$ cat src/rtl/core_pkg.sv
// Shared pipeline definitions for the RV32I core: widths, encodings, control bundles.
package core_pkg;

    localparam int unsigned XLEN      = 32;
    localparam int unsigned RADDR_W   = 5;
    localparam int unsigned ALUCTRL_W = 3;
    localparam int unsigned RESSRC_W  = 2;

    // Source selected for the write-back result.
    typedef enum logic [RESSRC_W-1:0] {
        RES_ALU = 2'b00,
        RES_MEM = 2'b01,
        RES_PC4 = 2'b10
    } result_src_e;

    // Decode control bundle carried through ID/EX, plus the stage valid bit.
    typedef struct packed {
        logic                 valid;
        logic                 reg_write;
        result_src_e          result_src;
        logic                 mem_write;
        logic                 jump;
        logic                 branch;
        logic [ALUCTRL_W-1:0] alu_control;
        logic                 alu_src;
    } id_ex_ctrl_t;

    // All-zero bubble: no write, no memory access, no redirect, not valid.
    localparam id_ex_ctrl_t BUBBLE = '0;

endpackage

$ cat src/rtl/pipe_flop_enclr.sv
// Pipeline flop group: async reset, synchronous clear (wins) and load enable.
module pipe_flop_enclr #(
    parameter int unsigned W = 1
) (
    input  logic         clk,
    input  logic         rst,
    input  logic         en,
    input  logic         clr,
    input  logic [W-1:0] d,
    output logic [W-1:0] q
);

    // Clear beats enable so a flush always inserts a bubble, even while stalled.
    always_ff @(posedge clk or posedge rst) begin
        if (rst) begin
            q <= '0;
        end else if (clr) begin
            q <= '0;
        end else if (en) begin
            q <= d;
        end
    end

endmodule

$ cat src/rtl/id_ex_stage_reg.sv
// ID/EX pipeline register with stall/flush, PC-redirect resolution and a bubble counter.
module id_ex_stage_reg
    import core_pkg::*;
#(
    parameter int unsigned XLEN    = core_pkg::XLEN,
    parameter int unsigned RADDR_W = core_pkg::RADDR_W,
    parameter int unsigned CNT_W   = 16
) (
    input  logic                 clk,
    input  logic                 rst,
    input  logic                 StallE,
    input  logic                 FlushE,
    input  logic                 RegWriteD,
    input  logic [RESSRC_W-1:0]  ResultSrcD,
    input  logic                 MemWriteD,
    input  logic                 JumpD,
    input  logic                 BranchD,
    input  logic [ALUCTRL_W-1:0] ALUControlD,
    input  logic                 ALUSrcD,
    input  logic [XLEN-1:0]      RD1D,
    input  logic [XLEN-1:0]      RD2D,
    input  logic [XLEN-1:0]      PCD,
    input  logic [XLEN-1:0]      PCPlus4D,
    input  logic [XLEN-1:0]      ImmExtD,
    input  logic [RADDR_W-1:0]   Rs1D,
    input  logic [RADDR_W-1:0]   Rs2D,
    input  logic [RADDR_W-1:0]   RdD,
    input  logic                 ZeroE,
    output logic                 RegWriteE,
    output logic [RESSRC_W-1:0]  ResultSrcE,
    output logic                 MemWriteE,
    output logic                 JumpE,
    output logic                 BranchE,
    output logic [ALUCTRL_W-1:0] ALUControlE,
    output logic                 ALUSrcE,
    output logic [XLEN-1:0]      RD1E,
    output logic [XLEN-1:0]      RD2E,
    output logic [XLEN-1:0]      PCE,
    output logic [XLEN-1:0]      PCPlus4E,
    output logic [XLEN-1:0]      ImmExtE,
    output logic [RADDR_W-1:0]   Rs1E,
    output logic [RADDR_W-1:0]   Rs2E,
    output logic [RADDR_W-1:0]   RdE,
    output logic                 ValidE,
    output logic                 PCSrcE,
    output logic [CNT_W-1:0]     BubbleCntE
);

    localparam int unsigned CTRL_W = $bits(id_ex_ctrl_t);
    localparam int unsigned DATA_W = 5 * XLEN;
    localparam int unsigned ADDR_W = 3 * RADDR_W;

    id_ex_ctrl_t       ctrl_d;
    id_ex_ctrl_t       ctrl_q;
    logic [DATA_W-1:0] data_d;
    logic [DATA_W-1:0] data_q;
    logic [ADDR_W-1:0] addr_d;
    logic [ADDR_W-1:0] addr_q;
    logic              load_en;

    assign load_en = ~StallE;

    // Pack decode-stage fields into their flop groups.
    always_comb begin
        ctrl_d             = BUBBLE;
        ctrl_d.valid       = 1'b1;
        ctrl_d.reg_write   = RegWriteD;
        ctrl_d.result_src  = result_src_e'(ResultSrcD);
        ctrl_d.mem_write   = MemWriteD;
        ctrl_d.jump        = JumpD;
        ctrl_d.branch      = BranchD;
        ctrl_d.alu_control = ALUControlD;
        ctrl_d.alu_src     = ALUSrcD;
        data_d             = {RD1D, RD2D, PCD, PCPlus4D, ImmExtD};
        addr_d             = {Rs1D, Rs2D, RdD};
    end

    pipe_flop_enclr #(.W(CTRL_W)) u_ctrl_flop (
        .clk (clk),
        .rst (rst),
        .en  (load_en),
        .clr (FlushE),
        .d   (ctrl_d),
        .q   (ctrl_q)
    );

    pipe_flop_enclr #(.W(DATA_W)) u_data_flop (
        .clk (clk),
        .rst (rst),
        .en  (load_en),
        .clr (FlushE),
        .d   (data_d),
        .q   (data_q)
    );

    pipe_flop_enclr #(.W(ADDR_W)) u_addr_flop (
        .clk (clk),
        .rst (rst),
        .en  (load_en),
        .clr (FlushE),
        .d   (addr_d),
        .q   (addr_q)
    );

    // Unpack E-stage registers onto the output ports.
    always_comb begin
        ValidE      = ctrl_q.valid;
        RegWriteE   = ctrl_q.reg_write;
        ResultSrcE  = ctrl_q.result_src;
        MemWriteE   = ctrl_q.mem_write;
        JumpE       = ctrl_q.jump;
        BranchE     = ctrl_q.branch;
        ALUControlE = ctrl_q.alu_control;
        ALUSrcE     = ctrl_q.alu_src;
        {RD1E, RD2E, PCE, PCPlus4E, ImmExtE} = data_q;
        {Rs1E, Rs2E, RdE}                    = addr_q;
    end

    // Redirect only for a real instruction; a bubble has valid/jump/branch all clear.
    assign PCSrcE = ctrl_q.valid & ((ctrl_q.branch & ZeroE) | ctrl_q.jump);

    // Saturating count of flush edges, for performance debug.
    always_ff @(posedge clk or posedge rst) begin
        if (rst) begin
            BubbleCntE <= '0;
        end else if (FlushE && (BubbleCntE != {CNT_W{1'b1}})) begin
            BubbleCntE <= BubbleCntE + CNT_W'(1);
        end
    end

endmodule

$ cat config.mk
export PLATFORM = sky130hd
export DESIGN_NAME = id_ex_stage_reg
export DESIGN_NICKNAME = d
export VERILOG_FILES = /design/src/rtl/core_pkg.sv /design/src/rtl/pipe_flop_enclr.sv /design/src/rtl/id_ex_stage_reg.sv
export SDC_FILE = /design/constraint.sdc
export NUM_CORES = 1
export LEC_CHECK = 0
export ABC_AREA = 1
export CORE_AREA = 5 5 151 153
export CTS_BUF_LIST = sky130_fd_sc_hd__clkbuf_8
export CTS_CLUSTER_DIAMETER = 50
export DETAILED_ROUTE_END_ITERATION = 7
export DIE_AREA = 0 0 156 158
export PLACE_DENSITY = 0.8
export SYNTH_ARGS = -nofsm -noshare
export SYNTH_HDL_FRONTEND = slang
export SYNTH_HIERARCHICAL = 1
export SYNTH_SLANG_ARGS = --single-unit
export TNS_END_PERCENT = 10
$ cat constraint.sdc
create_clock -name clk -period 7.7 [get_ports clk]
set_input_delay 2.31 -clock clk [delete_from_list [all_inputs] [get_ports clk]]
set_output_delay 2.31 -clock clk [all_outputs]
set_load 0.005 [all_outputs]
Yosys cells after proc, flatten, opt, wreduce, memory -nomap -nowiden
Cells that the tools add are included.

Add/subtract/negate cells: 1. Equal/unequal tests: 2. Muxes and demuxes: 6. Bitwise gates (word level): 3. Reductions and logical operators: 1.

Operator list (count): 160-bit two-way mux (2); 15-bit two-way mux (2); 11-bit two-way mux (2); 16-bit by 1-bit adder with 16-bit output, second input constant (1); 16-bit inequality test, second input constant (1); 1-bit AND (2); 2-bit by 1-bit inequality test with 1-bit output, second input constant (1); 1-bit logical AND (1); 1-bit OR (1).

Register bits: 202. Bits of input ports: 190. Output and inout port bits: 203. Logic and storage cells: 17.

Longest topological paths before layout
Gate-level depths: netlist of run 1.

Depth after elaboration: 3. Mapped depth: 10. Depth with buffers taken out: 9.

By module
The synthesis of run 1 kept the hierarchy.

Modules (own cells, without submodules): pipe_flop_enclr at u_data_flop (instances 1, cells each 695, area each 6347.3 um^2, seq. area each 4003.8 um^2); id_ex_stage_reg (instances 1, cells each 151, area each 1021.0 um^2, seq. area each 400.4 um^2); pipe_flop_enclr at u_addr_flop (instances 1, cells each 67, area each 616.8 um^2, seq. area each 375.4 um^2); pipe_flop_enclr at u_ctrl_flop (instances 1, cells each 50, area each 452.9 um^2, seq. area each 275.3 um^2).

Least setup slack after synthesis of run 1
Ideal clock, no wire load.

Path type: input-to-output. From: input port ZeroE. To: output port PCSrcE. Arrival time: 2.466 ns. Data required time: 5.390 ns. Setup slack: 2.924 ns. Stages: 2. Path buffers: 0. Cells stage by stage: a21oi_1 > nor2_1.

Cells in the longest elaborated chain, start to end: 3.

Ends and longest elaborated chain: from (decl) (RTL line id_ex_stage_reg.sv:28) `input logic ZeroE,`; 1-bit AND (RTL line id_ex_stage_reg.sv:120) `assign PCSrcE = ctrl_q.valid & ((ctrl_q.branch & ZeroE) | ctrl_q.jump);`; 1-bit OR (RTL line id_ex_stage_reg.sv:120); 1-bit AND (RTL line id_ex_stage_reg.sv:120); to (decl) (RTL line id_ex_stage_reg.sv:45) `output logic PCSrcE,`.

Every way passes these cells.

Worst setup path after layout of run 1
Same ends and word-level chain as after synthesis.

==> reports/qor.txt, run 1 <==
status: complete, no violations
CTS sink cnt: 202
CP dominant cell by count: clkdlybuf4s50_1
grt ovf: 0
PwrDens: 192.3 mW/mm2
Post-Syn Instances: 963
via/cell ratio: 4.899
worst hold slack: 0.4662 ns
gpl congestion: 0.8641
area of the die: 0.02465 mm2
commonest cells after routing, fill and taps aside: nand2_1, clkdlybuf4s50_1, dfrtp_1, nand3_1, clkbuf_8
Pleak: 6.373 nW
final antenna-violating net count: 0
Bufs and invs on worst path: 2
TritonCTS clock tree: built
slowest CP cell: clkdlybuf4s50_1
Synth Warn #: 6
Detailed Routing Iterations Pass 1: 5
Layout Cells excl Fill: 1637
HP Class: flop to flop
initial DRC count: 481
most common cell after layout, fill and taps aside: nand2_1
CP Launch Type: input pin
Max-cap violations: 0
Yosys reg bits: 202
Cell Int Power: 1.863 mW
kind of critical path: input pin to primary output
met1 Track Usage GR: 25.40%
RSZ-0062 raised after global routing: false
post-placement cell count: 1580
clk slew on worst S/H paths: 0.06 ns
Post-CTS Resized: 0
Final setup violation count: 0
DR DRC count: 0
routed length per instance: 16.67 um
final hold vios: 0
initial antenna violation count: 1
sequential area share after synthesis: 59.91%
detailed placer's ending HPWL: 19.44 mm
CP peak stage delay: 0.51 ns
Crit path required time: 5.39 ns
Pins Over Slew Limit: 0
Area growth syn-to-layout: 54.46%
sw frac: 25.66%
fin crit share: 74.25%
GRT Max-Usage Layer: met2
Critical Path, Cell by Cell: clkdlybuf4s50_1, a21oi_1, nor2_1, clkdlybuf4s50_1
hold buffer count at cts: 0
WP data arrival: 3.41 ns
# rows: 54
Flop pwr share: 47.2%
sw power: 0.6431 mW
Worst-Margin Slew: 0.9551 ns
Logic pwr share: 16.8%
top fanout value on the critical path: 1
H-tree levels: 2
Netlist cell types: 22
post-route core utilization: 60.85%
Root Buffer Master: clkbuf_8
Fin Setup TNS: 0 ns
GR Util met2: 35.97%
Nets: 1528
Setup crit end kind: primary output
Avg Inst Size Synth: 8.762 um2
routing usage on met3: 7.244%
layout cells sized above 1: 5.457%
family with the most delay on the worst path: buffers and inverters
IO buf count: 392
Clock Power Share: 36.0%
slew margin rel.: 36.33%
syn_nets: 1154
final wirelength: 27.29 mm
Longest Clk Path Bufs: 3
post-route cell area: 0.01303 mm2
largest net degree at the start of global routing: 117
io pins: 393
GRT Total Usage: 21.31%
die height: 158 um
Post-CTS Setup Bufs: 0
placed cell areas: 0.01239 mm2
min cycle time layout: 5.718 ns
clk_lat worst skew: 0.49 ns
Initial Utilization: 39.40%
synthesized cell area: 0.008438 mm2
clock skew: 0.005216 ns
core area: 0.02142 mm2
VDD IR max: 0.1473 mV
CTS buffer count: 35
maximum clock rate: 174.9 MHz
vias in the first global route: 7950
first-pass GRT wire length: 42.37 mm
total number of vias: 8020
Die X: 156 um
[flip-flops by register name, indices dropped and copies added (netlist names)]
| name | cells |
|---|---|
| u_addr_flop/q | 15 |
| u_ctrl_flop/q | 11 |
| u_data_flop/q | 160 |
| BubbleCntE | 16 |
[worst reg2reg max path, delay by kind of cell, from the launching register on]
family | cells | cell delay (ns)
buf+inv | 2 | 0.14
fa+ha+maj | 1 | 0.30
compound gates | 1 | 0.10
flops | 1 | 0.45
simple gates | 4 | 0.55
[logic make-up (layout without fill, tap and decap cells)]
kind of cell	after synthesis	count (layout)	synth area share [%]
compound gates	9	9	0.5338
xor+xnor	3	3	0.3114
fa+ha+maj	1	1	0.1483
buf+inv	89	482	5.842
flops	202	202	59.91
other cells	1	2	0.04444
simple gates	658	658	33.21
[per-stage QoR]
step | setup WS [ns] | power, mW
2_1_floorplan | 1.070 | 1.344
3_3_place_gp | 1.961 | 1.617
3_5_place_dp | 1.979 | 1.627
4_1_cts | 1.979 | 2.543
5_1_grt | 1.948 | 2.632
6_report | 1.982 | 2.506
[synthesized netlist by cell type (all sizes together)]
cell | count | area, um2
a21oi | 1 | 5.000
buf | 42 | 316.6
clkbuf | 18 | 67.56
conb | 1 | 3.750
dfrtp | 202 | 5055
ha | 1 | 12.51
inv | 29 | 108.9
nand2 | 432 | 1634
nand3 | 193 | 965.9
nand3b | 2 | 15.01
nand4 | 8 | 50.05
nor2 | 23 | 137.6
o21ai | 8 | 40.04
xnor2 | 3 | 26.28
[area by class of cell]
cell class              instances  area (um2)
clock buffers                  42       578.1
fillers                      1781        8384
well taps                     280       350.3
repair buffers                397        3974
clock inverters                14       62.56
inverters                      29       121.4
flip-flops and latches        202        5055
multi-input cells             672        2890
diodes                          1       2.502
[power by group through the flow]
stage / clock [mW] / sequential (mW) / combinational, mW
4_1_cts: 0.932 / 1.18 / 0.428
3_3_place_gp: 0 / 1.20 / 0.418
5_1_grt: 0.978 / 1.19 / 0.461
3_5_place_dp: 0 / 1.20 / 0.426
6_report: 0.902 / 1.18 / 0.422
2_1_floorplan: 0 / 1.20 / 0.144
[path summary, 6_finish.rpt]
kind / slack, ns / cells past startpoint / end / startpoint
worst max-delay path: 1.98 / 4 / PCSrcE / ZeroE
worst min-delay path: 0.47 / 2 / u_data_flop/q[28]$_DFFE_PP0P_ / u_data_flop/q[28]$_DFFE_PP0P_
worst max register to register: 6.03 / 8 / BubbleCntE[2]$_DFFE_PP0P_ / BubbleCntE[0]$_DFFE_PP0P_
worst min register to register: 0.47 / 2 / u_data_flop/q[28]$_DFFE_PP0P_ / u_data_flop/q[28]$_DFFE_PP0P_
max in group asynchronous: 3.87 / 3 / u_data_flop/q[37]$_DFFE_PP0P_ / rst
min in group asynchronous: 2.32 / 2 / u_ctrl_flop/q[6]$_DFFE_PP0P_ / rst
[layer usage]
| layer | wire [um] | up-vias | part of all wire (%) |
|---|---|---|---|
| met3 | 2855 | 58 | 10 |
| met4 | 839 | 0 | 3.1 |
| met1 | 10150 | 3816 | 37 |
| li1 | - | 3806 | - |
| met2 | 13440 | 340 | 49 |
| met5 | 0 | - | 0 |
Note: power is estimated with default switching activity, not from simulation.
==> run 2, diff against run 1 <==
CORE_AREA = default   (was 5 5 151 153)
CORE_MARGIN = 5   (was default)
CORE_UTILIZATION = 39   (was default)
DIE_AREA = default   (was 0 0 156 158)
PLACE_DENSITY = 0.82   (was 0.8)
clock period = 5.1 ns   (was 7.7 ns; I/O delays follow)
==> run 2 against run 1 <==
  * First-iteration DRC count rose by 34%
  * Clock power is 80% higher
  * Global-route usage rose by 0.76 points
  * Die area is 0.12% higher
  * Total power grew 62%
  * Via count grew 0.57%
  * Combinational power up 53%
  * Flip-flop and latch count unchanged
  * Clock-buffer cell count is 10 higher
==> reports/qor.txt, run 2 (synthesis gave the netlist of run 1 again) <==
hold buffer count at cts: 0 (unchanged)
Logic pwr share: 15.9% (-0.9 points)
Clock Power Share: 39.9% (+3.9 points)
clk slew on worst S/H paths: 0.06 ns (about the same)
Post-CTS Setup Bufs: 0 (unchanged)
final wirelength: 28.31 mm (+3.8%)
IO buf count: 392 (unchanged)
CP peak stage delay: 0.51 ns (about the same)
clock skew: 0.005532 ns (+0.0003160 ns)
Nets: 1531 (+0.20%)
Pleak: 6.466 nW (+1.5%)
Worst Hold End: u_data_flop/q[35]$_DFFE_PP0P_
worst hold slack: 0.4692 ns (+0.002998 ns)
RSZ-0062 raised after global routing: false
max reg flops: 160 (unchanged)
GRT Total Usage: 22.07% (+0.76 points)
final antenna-violating net count: 0 (unchanged)
TritonCTS clock tree: built
Worst R2R Path Depth: 8 (unchanged)
via/cell ratio: 4.909 (+0.21%)
# rows: 53 (-1.9%)
M1 WL: 11.00 mm (+8.4%)
min cycle time layout: 4.155 ns
worst slack, placed: 0.9416 ns (-1.038 ns)
Post-CTS Resized: 0 (unchanged)
CTS sink cnt: 202 (unchanged)
largest net degree at the start of global routing: 128 (+9.4%)
worst flop-to-flop path endpoint: BubbleCntE[2]$_DFFE_PP0P_
slew margin rel.: 43.51% (+7.2 points)
largest registers: u_data_flop/q (160), BubbleCntE (16), u_addr_flop/q (15)
total number of vias: 8066 (+0.57%)
Final setup violation count: 0 (unchanged)
HP Class: flop to flop
fin crit share: 81.48%
CP dominant cell by count: clkdlybuf4s50_1
Reg2Reg Setup Slack: 3.39 ns (-2.64 ns)
sw power: 1.031 mW (+60%)
most common cell after layout, fill and taps aside: nand2_1
Initial Utilization: 39.89% (+0.49 points)
family with the most delay on the worst path: buffers and inverters
commonest cells after routing, fill and taps aside: nand2_1, clkdlybuf4s50_1, dfrtp_1, nand3_1, clkbuf_8
sw frac: 25.39% (-0.27 points)
Critical Path, Cell by Cell: clkdlybuf4s50_1, a21oi_1, nor2_1, clkdlybuf4s50_1
Pins Over Slew Limit: 0 (unchanged)
core area: 0.02115 mm2 (-1.2%)
Top Layer Used: met4
H-tree levels: 2 (unchanged)
clk_lat worst skew: 0.50 ns (about the same)
initial DRC count: 645 (+34%)
io pins: 393 (unchanged)
maximum clock rate: 240.6 MHz
Crit path required time: 3.57 ns (-1.82 ns)
Max-cap violations: 0 (unchanged)
Bufs and invs on worst path: 2 (unchanged)
wire length on met3: 2.676 mm (-6.3%)
gpl congestion: 0.8611 (-0.35%)
Area growth syn-to-layout: 56.95%
detailed placer's ending HPWL: 19.73 mm (+1.5%)
Worst Slack Setup Final: 0.9445 ns (-1.038 ns)
Root Buffer Master: clkbuf_8
Die X: 157.1 um (+0.70%)
layout cells sized above 1: 6.291% (+0.83 points)
Worst-Margin Slew: 0.8473 ns (-0.1077 ns)
die height: 157.1 um (-0.58%)
final hold vios: 0 (unchanged)
Detailed Routing Iterations Pass 1: 5 (unchanged)
Flop pwr share: 44.2% (-3.0 points)
CP Launch Type: input pin
VDD IR max: 0.2021 mV (+37%)
largest reg by FF count: u_data_flop/q
Worst R2R Start: BubbleCntE[0]$_DFFE_PP0P_
first-pass GRT wire length: 43.57 mm (+2.8%)
slowest CP cell: clkdlybuf4s50_1
top fanout value on the critical path: 1 (unchanged)
met2 WL post-DR: 13.61 mm (+1.3%)
Fin Setup TNS: 0 ns (unchanged)
routed length per instance: 17.23 um (+3.4%)
initial antenna violation count: 0 (-1)
CTS buffer count: 36 (+2.9%)
Worst Min Path Start: u_data_flop/q[35]$_DFFE_PP0P_
Setup crit end kind: primary output
status: complete, no violations
grt ovf: 0 (unchanged)
Cell Int Power: 3.031 mW (+63%)
kind of critical path: input pin to primary output
area of the die: 0.02468 mm2 (+0.12%)
Longest Clk Path Bufs: 3 (unchanged)
DR DRC count: 0 (unchanged)
WP data arrival: 2.63 ns (-0.78 ns)
hold depth: 2 (unchanged)
vias in the first global route: 8024 (+0.93%)
PwrDens: 306.7 mW/mm2 (+59%)
## run 2: layout make-up
cell class              instances  area [um2]
repair buffers                399        4026
multi-input cells             672        2890
well taps                     275       344.1
clock buffers                  52       715.7
diodes                          1       2.502
clock inverters                13       90.09
flip-flops and latches        202        5055
fillers                      1741        7910
inverters                      29       120.1
## run 2: through the flow
step	instance area [um2]	power (mW)	util [%]	cells
after global routing	13240	4.249	62.60	1642
after global placement	12440	2.453	58.79	1577
after detailed placement	12440	2.469	58.79	1577
after floorplan	8442	2.030	-	963
after CTS	13240	4.112	62.60	1642
final	13240	4.062	62.61	1643
## run 2: how the worst max path moves through the flow
| stage | from | endpoint | slack [ns] | depth (start not counted) |
|---|---|---|---|---|
| after floorplan | rst | u_data_flop/q[0]$_DFFE_PP0P_ | 1.54 | 1 |
| after global placement | ZeroE | PCSrcE | 0.90 | 4 |
| after detailed placement | ZeroE | PCSrcE | 0.94 | 4 |
| after CTS | ZeroE | PCSrcE | 0.94 | 4 |
| after global routing | ZeroE | PCSrcE | 0.91 | 4 |
| final | ZeroE | PCSrcE | 0.94 | 4 |
## run 2: per-layer routing
layer  track usage [%]  vias up
li1                  -     3825
met5                 0        -
met3             6.544       65
met2             36.61      355
met4             8.972        0
met1             27.17     3821
## run 2: tightest hold or removal path: stages (launching register included)
cell	delay (ns)
dfrtp_1	0.34
nand2_1	0.05
nand2_1	0.05
## run 2: power by group through the flow
| stage | sequential, mW | combinational (mW) | clock (mW) |
|---|---|---|---|
| floorplan | 1.81 | 0.217 | 0 |
| global placement | 1.81 | 0.639 | 0 |
| detailed placement | 1.82 | 0.652 | 0 |
| CTS | 1.79 | 0.656 | 1.66 |
| global route | 1.81 | 0.703 | 1.74 |
| finish | 1.79 | 0.647 | 1.62 |
==> run 3, diff against run 2 <==
clock period = 3.7 ns   (was 5.1 ns; I/O delays follow)
==> run 3 against run 2 <==
  * Sequential share of layout area increased by 0.27 points
  * Clock-buffer cell count decreased by 7
  * Worst setup slack got worse by 0.57 ns
  * Non-clock buffer count increased by 1
  * First-iteration DRC count decreased by 6.2%
  * Clock skew increased by 0.0041 ns
  * Combinational power increased by 38%
  * Highest routed layer is now met5
  * Flip-flop and latch count unchanged
  * Clock power increased by 21%
  * Critical path depth unchanged
  * Final area decreased by 0.70%
==> reports/qor.txt, run 3 (synthesis gave the netlist of run 1 again) <==
Post-CTS Setup Bufs: 0 (unchanged)
Cell Int Power: 3.953 mW (+30%)
PwrDens: 404.5 mW/mm2 (+32%)
Pins Over Slew Limit: 0 (unchanged)
Post-CTS Resized: 0 (unchanged)
WP data arrival: 2.22 ns (-0.41 ns)
routed length per instance: 17.24 um (about the same)
total number of vias: 8016 (-0.62%)
GRT Total Usage: 22.23% (+0.16 points)
worst flop-to-flop path endpoint: BubbleCntE[2]$_DFFE_PP0P_
min cycle time layout: 3.329 ns
grt ovf: 0 (unchanged)
HP Class: flop to flop
largest registers: u_data_flop/q (160), BubbleCntE (16), u_addr_flop/q (15)
Flop pwr share: 46.4% (+2.2 points)
CTS buffer count: 36 (unchanged)
Setup crit end kind: primary output
via/cell ratio: 4.891 (-0.38%)
VDD IR max: 0.2601 mV (+29%)
hold depth: 2 (unchanged)
Worst-Margin Slew: 0.6845 ns (-0.1629 ns)
total of fill cells in the finished design: 1718 (-1.3%)
die height: 157.1 um (unchanged)
Detailed Routing Iterations Pass 1: 5 (unchanged)
final wirelength: 28.26 mm (-0.20%)
Longest Clk Path Bufs: 3 (unchanged)
commonest cells after routing, fill and taps aside: nand2_1, clkdlybuf4s50_1, dfrtp_1, nand3_1, clkbuf_8
Fin Setup TNS: 0 ns (unchanged)
Bufs and invs on worst path: 2 (unchanged)
RSZ-0062 raised after global routing: false
detailed placer's ending HPWL: 19.98 mm (+1.3%)
CP Launch Type: input pin
Reg2Reg Setup Slack: 2.05 ns (-1.34 ns)
clock skew: 0.009586 ns (+0.004054 ns)
kind of critical path: input pin to primary output
CTS sink cnt: 202 (unchanged)
IO buf count: 392 (unchanged)
post-placement cell count: 1578 (+0.063%)
Die X: 157.1 um (unchanged)
Final setup violation count: 0 (unchanged)
Critical Path, Cell by Cell: clkdlybuf4s50_1, a21oi_1, nor2_1, clkdlybuf4s50_1
status: complete, no violations
H-tree levels: 2 (unchanged)
slowest CP cell: clkdlybuf4s50_1
area of the die: 0.02468 mm2 (unchanged)
core area: 0.02115 mm2 (unchanged)
Pleak: 6.447 nW (-0.29%)
Layout Cells excl Fill: 1639 (-0.24%)
most common cell after layout, fill and taps aside: nand2_1
Worst R2R Path Depth: 8 (unchanged)
Nets: 1532 (+0.065%)
Crit path required time: 2.59 ns (-0.98 ns)
Clock Power Share: 36.8% (-3.1 points)
Max-cap violations: 0 (unchanged)
Ant. Diodes: 0 (-1)
clk slew on worst S/H paths: 0.05 ns (about the same)
max reg flops: 160 (unchanged)
gpl congestion: 0.8859 (+2.9%)
family with the most delay on the worst path: buffers and inverters
Logic pwr share: 16.8% (+0.9 points)
largest net degree at the start of global routing: 132 (+3.1%)
CP peak stage delay: 0.51 ns (about the same)
sw power: 1.367 mW (+33%)
final antenna-violating net count: 0 (unchanged)
TritonCTS clock tree: built
largest reg by FF count: u_data_flop/q
initial DRC count: 605 (-6.2%)
vias in the first global route: 8203 (+2.2%)
final hold vios: 0 (unchanged)
first-pass GRT wire length: 43.70 mm (+0.32%)
fin crit share: 89.97%
CP dominant cell by count: clkdlybuf4s50_1
top fanout value on the critical path: 1 (unchanged)
Worst R2R Start: BubbleCntE[0]$_DFFE_PP0P_
layout cells sized above 1: 5.645% (-0.65 points)
slew margin rel.: 54.23% (+11 points)
Initial Utilization: 39.89% (unchanged)
io pins: 393 (unchanged)
Worst Min Path Start: u_data_flop/q[123]$_DFFE_PP0P_
clk_lat worst skew: 0.50 ns (about the same)
Area growth syn-to-layout: 55.86%
Root Buffer Master: clkbuf_8
Worst Hold End: u_data_flop/q[123]$_DFFE_PP0P_
maximum clock rate: 300.4 MHz
# rows: 53 (unchanged)
sw frac: 25.70% (+0.31 points)
hold buffer count at cts: 0 (unchanged)
initial antenna violation count: 1 (+1)
DR DRC count: 0 (unchanged)
## run 3: stage by stage
step | utilization [%] | worst slack (ns) | total power [mW] | hold slack [ns] | area [um2]
2_1_floorplan | - | 0.5612 | 2.798 | 0.4650 | 8442
3_3_place_gp | 58.94 | 0.3376 | 3.385 | 0.4519 | 12470
3_5_place_dp | 58.94 | 0.3802 | 3.404 | 0.4571 | 12470
4_1_cts | 62.17 | 0.3852 | 5.405 | 0.4708 | 13150
5_1_grt | 62.17 | 0.3708 | 5.597 | 0.4862 | 13150
6_report | 62.17 | 0.3710 | 5.320 | 0.4649 | 13150
## run 3: worst reg2reg max path, delay by kind of cell, from the launching register on
kind,cells,cell delay (ns)
fa+ha+maj,1,0.29
simple gates,4,0.56
compound gates,1,0.10
flops,1,0.46
buf+inv,2,0.13
## run 3: worst max path at each step
stage / depth (start not counted) / start / to / slack, ns
after global placement: 4 / ZeroE / PCSrcE / 0.34
final: 4 / ZeroE / PCSrcE / 0.37
after floorplan: 1 / rst / u_data_flop/q[0]$_DFFE_PP0P_ / 0.56
after global routing: 4 / ZeroE / PCSrcE / 0.37
after CTS: 4 / ZeroE / PCSrcE / 0.39
after detailed placement: 4 / ZeroE / PCSrcE / 0.38
## run 3: layer usage
metal | routed length, um | up-vias | global-route usage (%)
met3 | 3095 | 74 | 7.644
met2 | 13630 | 374 | 37.12
met1 | 10390 | 3751 | 26.57
met5 | 11 | - | 0
met4 | 1126 | 2 | 8.767
li1 | - | 3815 | -
## run 3: power by group through the flow
stage / Combinational (mW) / Sequential, mW / Clock (mW)
2_1_floorplan: 0.300 / 2.50 / 0
3_3_place_gp: 0.886 / 2.50 / 0
3_5_place_dp: 0.902 / 2.50 / 0
4_1_cts: 0.907 / 2.47 / 2.03
5_1_grt: 0.976 / 2.49 / 2.13
6_report: 0.891 / 2.47 / 1.96
## run 3: final cells by class
class	count	area (um2)	share of cell area, %
clock buffers	45	619.3	4.709
clock inverters	16	63.81	0.4852
inverters	29	120.1	0.9133
multi-input cells	672	2890	21.98
flip-flops and latches	202	5055	38.44
well taps	275	344.1	2.616
repair buffers	400	4059	30.86
